## src/rtl/div_pkg.sv

```systemverilog
// Shared definitions for the sequential signed divider: controller states,
// default operand width and the iteration-counter width derivation.
package div_pkg;

    typedef enum logic [2:0] {
        ST_IDLE,
        ST_LOAD,
        ST_ITER,
        ST_FIX,
        ST_DONE
    } state_t;

    localparam int DEFAULT_N = 16;

    // The counter must hold the value N itself, hence one bit beyond clog2.
    function automatic int cw_of(input int n);
        return $clog2(n) + 1;
    endfunction

endpackage

```

## src/rtl/div_datapath.sv

```systemverilog
// Datapath of the sequential divider: operand capture, sign/magnitude
// conversion, restoring shift-and-subtract on magnitudes, iteration counter
// and the final sign correction into the registered results.
module div_datapath
    import div_pkg::*;
#(
    parameter int N  = DEFAULT_N,
    parameter int CW = cw_of(N)
) (
    input  logic         clk,
    input  logic         rst,
    input  logic         capture,
    input  logic         load,
    input  logic         shift,
    input  logic         decr,
    input  logic         fix,
    input  logic [N-1:0] dividend,
    input  logic [N-1:0] divisor,
    output logic [N-1:0] quotient,
    output logic [N-1:0] remainder,
    output logic         dbz,
    output logic         ovf,
    output logic         count_zero,
    output logic         divisor_zero
);

    localparam logic [N-1:0] MOST_NEG = {1'b1, {(N-1){1'b0}}};

    logic [N-1:0]  dvd_q, dvd_d, dvs_q, dvs_d;
    logic [N-1:0]  q_q, q_d, m_q, m_d;
    logic [N-1:0]  quo_q, quo_d, rem_q, rem_d;
    logic [N:0]    a_q, a_d;
    logic [CW-1:0] cnt_q, cnt_d;
    logic          sq_q, sq_d, sr_q, sr_d, dbz_q, dbz_d, ovf_q, ovf_d;
    logic [N+1:0]  shifted, trial;

    // Two's-complement magnitude; the most negative value maps to 2^(N-1),
    // which still fits the N-bit unsigned result.
    function automatic logic [N-1:0] mag(input logic [N-1:0] x);
        return x[N-1] ? -x : x;
    endfunction

    // Next-state computation for every datapath register, driven by strobes.
    always_comb begin
        dvd_d = dvd_q;
        dvs_d = dvs_q;
        q_d   = q_q;
        m_d   = m_q;
        a_d   = a_q;
        cnt_d = cnt_q;
        sq_d  = sq_q;
        sr_d  = sr_q;
        quo_d = quo_q;
        rem_d = rem_q;
        dbz_d = dbz_q;
        ovf_d = ovf_q;

        // A is kept one bit wider than needed; its top bit is always zero,
        // so folding it into the trial subtraction costs nothing.
        shifted = {a_q, q_q[N-1]};
        trial   = shifted - {2'b00, m_q};

        if (capture) begin
            dvd_d = dividend;
            dvs_d = divisor;
            dbz_d = 1'b0;
            ovf_d = 1'b0;
        end

        if (load) begin
            sq_d  = dvd_q[N-1] ^ dvs_q[N-1];
            sr_d  = dvd_q[N-1];
            q_d   = mag(dvd_q);
            m_d   = mag(dvs_q);
            a_d   = '0;
            cnt_d = CW'(N);
        end

        if (shift) begin
            if (!trial[N+1]) begin
                a_d = trial[N:0];
                q_d = {q_q[N-2:0], 1'b1};
            end else begin
                a_d = shifted[N:0];
                q_d = {q_q[N-2:0], 1'b0};
            end
        end

        if (decr) begin
            cnt_d = cnt_q - CW'(1);
        end

        if (fix) begin
            if (dvs_q == '0) begin
                quo_d = '1;
                rem_d = dvd_q;
                dbz_d = 1'b1;
            end else begin
                // Most-negative / -1 wraps naturally to -2^(N-1); only flag it.
                quo_d = sq_q ? -q_q : q_q;
                rem_d = sr_q ? -a_q[N-1:0] : a_q[N-1:0];
                ovf_d = (dvd_q == MOST_NEG) && (dvs_q == '1);
            end
        end
    end

    // Datapath register bank with asynchronous clear.
    always_ff @(posedge clk or posedge rst) begin
        if (rst) begin
            dvd_q <= '0;
            dvs_q <= '0;
            q_q   <= '0;
            m_q   <= '0;
            a_q   <= '0;
            cnt_q <= '0;
            sq_q  <= 1'b0;
            sr_q  <= 1'b0;
            quo_q <= '0;
            rem_q <= '0;
            dbz_q <= 1'b0;
            ovf_q <= 1'b0;
        end else begin
            dvd_q <= dvd_d;
            dvs_q <= dvs_d;
            q_q   <= q_d;
            m_q   <= m_d;
            a_q   <= a_d;
            cnt_q <= cnt_d;
            sq_q  <= sq_d;
            sr_q  <= sr_d;
            quo_q <= quo_d;
            rem_q <= rem_d;
            dbz_q <= dbz_d;
            ovf_q <= ovf_d;
        end
    end

    assign quotient     = quo_q;
    assign remainder    = rem_q;
    assign dbz          = dbz_q;
    assign ovf          = ovf_q;
    // True during the iteration whose decrement brings the count to zero.
    assign count_zero   = (cnt_q == CW'(1));
    assign divisor_zero = (dvs_q == '0);

endmodule

```

## src/rtl/seq_divider.sv

```systemverilog
// Sequential signed divider: controller FSM sequencing the div_datapath
// through LOAD, N restoring iterations and FIX, with a start/done handshake.
module seq_divider
    import div_pkg::*;
#(
    parameter int N  = DEFAULT_N,
    parameter int CW = cw_of(N)
) (
    input  logic         clk,
    input  logic         rst,
    input  logic         start,
    input  logic [N-1:0] dividend,
    input  logic [N-1:0] divisor,
    output logic [N-1:0] quotient,
    output logic [N-1:0] remainder,
    output logic         busy,
    output logic         done,
    output logic         dbz,
    output logic         ovf
);

    state_t state_q, state_d;
    logic   busy_q, busy_d, done_q, done_d;
    logic   capture, load, shift, decr, fix;
    logic   count_zero, divisor_zero;

    div_datapath #(
        .N  (N),
        .CW (CW)
    ) u_datapath (
        .clk          (clk),
        .rst          (rst),
        .capture      (capture),
        .load         (load),
        .shift        (shift),
        .decr         (decr),
        .fix          (fix),
        .dividend     (dividend),
        .divisor      (divisor),
        .quotient     (quotient),
        .remainder    (remainder),
        .dbz          (dbz),
        .ovf          (ovf),
        .count_zero   (count_zero),
        .divisor_zero (divisor_zero)
    );

    // Next state and datapath strobes; busy/done are registered from the next state.
    always_comb begin
        state_d = state_q;
        capture = 1'b0;
        load    = 1'b0;
        shift   = 1'b0;
        decr    = 1'b0;
        fix     = 1'b0;

        case (state_q)
            ST_IDLE: begin
                if (start) begin
                    capture = 1'b1;
                    state_d = ST_LOAD;
                end
            end
            ST_LOAD: begin
                load    = 1'b1;
                state_d = divisor_zero ? ST_FIX : ST_ITER;
            end
            ST_ITER: begin
                shift = 1'b1;
                decr  = 1'b1;
                if (count_zero) begin
                    state_d = ST_FIX;
                end
            end
            ST_FIX: begin
                fix     = 1'b1;
                state_d = ST_DONE;
            end
            ST_DONE: begin
                state_d = ST_IDLE;
            end
            default: begin
                state_d = ST_IDLE;
            end
        endcase

        busy_d = (state_d == ST_LOAD) || (state_d == ST_ITER) || (state_d == ST_FIX);
        done_d = (state_d == ST_DONE);
    end

    // Controller state and handshake flags with asynchronous clear.
    always_ff @(posedge clk or posedge rst) begin
        if (rst) begin
            state_q <= ST_IDLE;
            busy_q  <= 1'b0;
            done_q  <= 1'b0;
        end else begin
            state_q <= state_d;
            busy_q  <= busy_d;
            done_q  <= done_d;
        end
    end

    assign busy = busy_q;
    assign done = done_q;

endmodule

```

## config.mk

```make
export PLATFORM = sky130hd
export DESIGN_NAME = seq_divider
export DESIGN_NICKNAME = d
export VERILOG_FILES = /design/src/rtl/div_pkg.sv /design/src/rtl/div_datapath.sv /design/src/rtl/seq_divider.sv
export SDC_FILE = /design/constraint.sdc
export NUM_CORES = 1
export LEC_CHECK = 0
export ABC_AREA = 0
export ABC_CLOCK_PERIOD_IN_PS = 11400
export BUFFER_PORTS_ARGS = -buffer_cell sky130_fd_sc_hd__buf_2
export CAP_MARGIN = 20
export CORE_ASPECT_RATIO = 0.6
export CORE_MARGIN = 2
export CORE_UTILIZATION = 55
export CTS_CLUSTER_SIZE = 30
export DETAILED_ROUTE_END_ITERATION = 8
export GPL_ROUTABILITY_DRIVEN = 0
export MAX_ROUTING_LAYER = met4
export PLACE_DENSITY = 0.75
export SYNTH_ARGS = -nofsm -noshare
export SYNTH_HDL_FRONTEND = slang
export SYNTH_SLANG_ARGS = --single-unit
export TNS_END_PERCENT = 1
```

## constraint.sdc

```tcl
create_clock -name clk -period 11.4 [get_ports clk]
set_clock_uncertainty 0.1 [all_clocks]
set_input_delay 1.71 -clock clk [delete_from_list [all_inputs] [get_ports clk]]
set_output_delay 1.71 -clock clk [all_outputs]
set_load 0.005 [all_outputs]
```

==> metrics.yaml <==
run_status:
  status: "finished clean"
logic_synthesis:
  yosysUniqueCellTypes: 64
  synth_top_family_by_area: "compound AO/OA/AOI/OAI gates"
  yosys-top-cells-count: "dfrtp_1, nand2_1, o21ai_0"
  yosysMostFrequentCell: "dfrtp_1"
  synth_cells: 760
  ys_async_sr_fraction: 1.00
  synth-compound-area-share: 0.186
  synthXorXnorAreaFrac: 0.0789
  ys_ff_latch: 127
  synth_ff_type: "dfrtp_1"
  synthSimpleGateAreaFrac: 0.146
  synth_top_area_cell: "dfrtp_1"
  synth-adder-area-share: 0.0427
  syn_area_per_cell_sq_um: 9.49
  synth_edf_count: 0
  syn-cell-area_sq_mm: 0.00721
  yosysSeqAreaShare: 0.441
  yosys-top-cells-area: "dfrtp_1, o21ai_0, xor2_1"
  syn_nets: 819
  ys_warn_count: 0
  synth_mux_area_frac: 0.0645
  synth.top_cell.area_share: 0.441
finish:
  layout.cells.non_filler: 1005
  n_antenna_cell: 0
  drive_above_1_share: 0.192
  nNetsFinal: 881
  syn_to_final_growth_pct: 16.0
timing:
  fin_setup_tns_ns: 0
  hold_viol: 0
  setup_slack_ns: 8.06
  relSlewSlack: 0.256
  fin_crit_sh: 0.293
  worst_pin_slew_ns: 1.11
  fmax_mhz: 299
  setup_viol: 0
  rsz0062_at_grt: "false"
  period_minus_slack_ns: 3.34
  drv_slew: 0
pwr:
  leakage_nw: 3.80
  ir_worst_vdd_mv: 0.130
  p_per_area_mw_per_mm2: 362
  power_mw: 3.03
route:
  avgViaCountPerCell: 6.09
  routed_wl_microns: 18900
  routedWlPerCell_microns: 18.8
  first_pass_iters: 5
  drc_errors: 0
  drtIter0Drc: 566
  vias: 6122
  detail-route-antenna-nets: 0
setup_path:
  worst_ep_arrival_time_ns: 3.50
  worstRegToRegCells: 8
  required_ns: 11.56
  start_kind: "register"
  crit_path_end_kind: "register"
  rr_startpoint: "u_datapath.a_q[5]"
  path_class: "reg2reg"
  regToRegSetupSlack_ns: 8.06
  r2r_end: "u_datapath.a_q[9]"
  worst-path-max-fanout: 23
clock_network:
  cts_root_buf: "clkbuf_16"
  cts-buffers-inserted: 17
  clockBufferDepth: 2
  cts_sinks: 127
  path_clk_slew_ns: 0.06
  clk_latency_ns: 0.42
  hold_buffers: 0
  cts_resized: 0
  cts_tree: "yes"
  cts.htree.levels: 4
  postCtsSetupRepairBufs: 0
placed_design:
  pre_cts_ws_ns: 7.97
  place_hpwl_microns: 13600
  place_inst: 971
  io_buffers: 70
floorplan:
  design.core.area_sq_mm: 0.0128
  die_w_microns: 152
  rows: 32
  start_util: 0.563
  die_y_microns: 92.7
  design.die.area_sq_mm: 0.0141
  num_io_pins: 71
hold_path:
  hold-path-cell-count: 2
  min_from: "u_datapath.m_q[10]"
  hold_end: "u_datapath.m_q[10]"
  hold_path.class: "reg2reg"
grt:
  overflow: 0
  grt_pass1_wl_microns: 31000
  grt_pass1_vias: 5929
  grtUsageTotal: 0.286
  antenna_found_initial: 0
  grt_max_degree: 90
job:
  drv_cap: 0
==> power by group <==
| group | switching, mW | internal (mW) | leakage [nW] |
|---|---|---|---|
| combinational | 0.845 | 0.654 | 1.93 |
| clock | 0.215 | 0.376 | 0.317 |
| sequential | 0.280 | 0.661 | 1.56 |
==> metrics by stage <==
step,cell area (sq um),utilization,hold slack [ns]
detailed placement,7680,0.599,0.374
finish,8370,0.653,0.389
global route,8370,0.653,0.413
floorplan,7210,-,0.343
CTS,8320,0.649,0.389
global placement,7680,0.599,0.367
==> worst max-delay path, stage by stage, from the launching register on <==
cell      delay (ns)
dfrtp_1         0.46
ha_1            0.44
a21oi_1         0.13
o211ai_1        0.20
and3b_1         0.28
o211a_1         0.28
nor3_4          0.89
mux2i_1         0.28
o21ai_0         0.10
==> cells in the final DEF, fill, tap and decap left out, types with 8 or more instances in the layout <==
master / instances
nor3_1: 8
a31oi_1: 13
buf_2: 70
clkbuf_16: 17
o21ai_0: 77
mux2_2: 28
ha_1: 23
nand2_1: 98
o41ai_1: 8
a22oi_1: 15
inv_1: 37
xnor2_1: 21
or3_1: 10
o31ai_1: 16
nand3_1: 10
mux2i_1: 15
xor2_1: 44
dfrtp_1: 127
nor2_1: 49
a21oi_1: 26
==> routing by layer <==
metal  GRT usage  routed length, microns
met4      0.0678                     153
met3      0.0716                    1790
met1       0.422                    9040
met2       0.397                    7930
met5           -                       0
==> layout make-up <==
class	count	area [sq um]
Fill cell	1056	4440
Multi-Input combinational cell	560	3740
Sequential cell	127	3180
Timing Repair Buffer	78	450
Clock buffer	18	439
Tap cell	170	213
Clock inverter	14	200
Inverter	38	145
==> flip-flops by register name (all words and copies together) (netlist names) <==
signal / count
u_datapath.ovf: 1
u_datapath.dvs_q: 16
u_datapath.sq_q: 1
u_datapath.dbz: 1
u_datapath.quotient: 16
u_datapath.cnt_q: 5
busy: 1
u_datapath.m_q: 16
u_datapath.q_q: 16
u_datapath.dvd_q: 16
done: 1
u_datapath.remainder: 16
state_q: 3
u_datapath.a_q: 17
u_datapath.sr_q: 1
==> worst max-delay path by stage <==
stage / startpoint / endpoint / slack [ns] / cells past startpoint
after global placement: rst / u_datapath.dvd_q[12] / 8.02 / 3
after CTS: u_datapath.a_q[5] / u_datapath.a_q[9] / 8.09 / 8
after floorplan: rst / busy / 6.21 / 1
after detailed placement: rst / u_datapath.dvd_q[13] / 7.97 / 3
after global routing: u_datapath.a_q[0] / u_datapath.a_q[1] / 7.90 / 8
final: u_datapath.a_q[5] / u_datapath.a_q[9] / 8.06 / 8
==> logic make-up after synthesis <==
logic type / after synthesis
buf+inv: 73
fa+ha+maj: 24
xor+xnor: 65
flops: 127
compound gates: 209
simple gates: 219
mux: 43
Power figures use the tool's default switching activity.
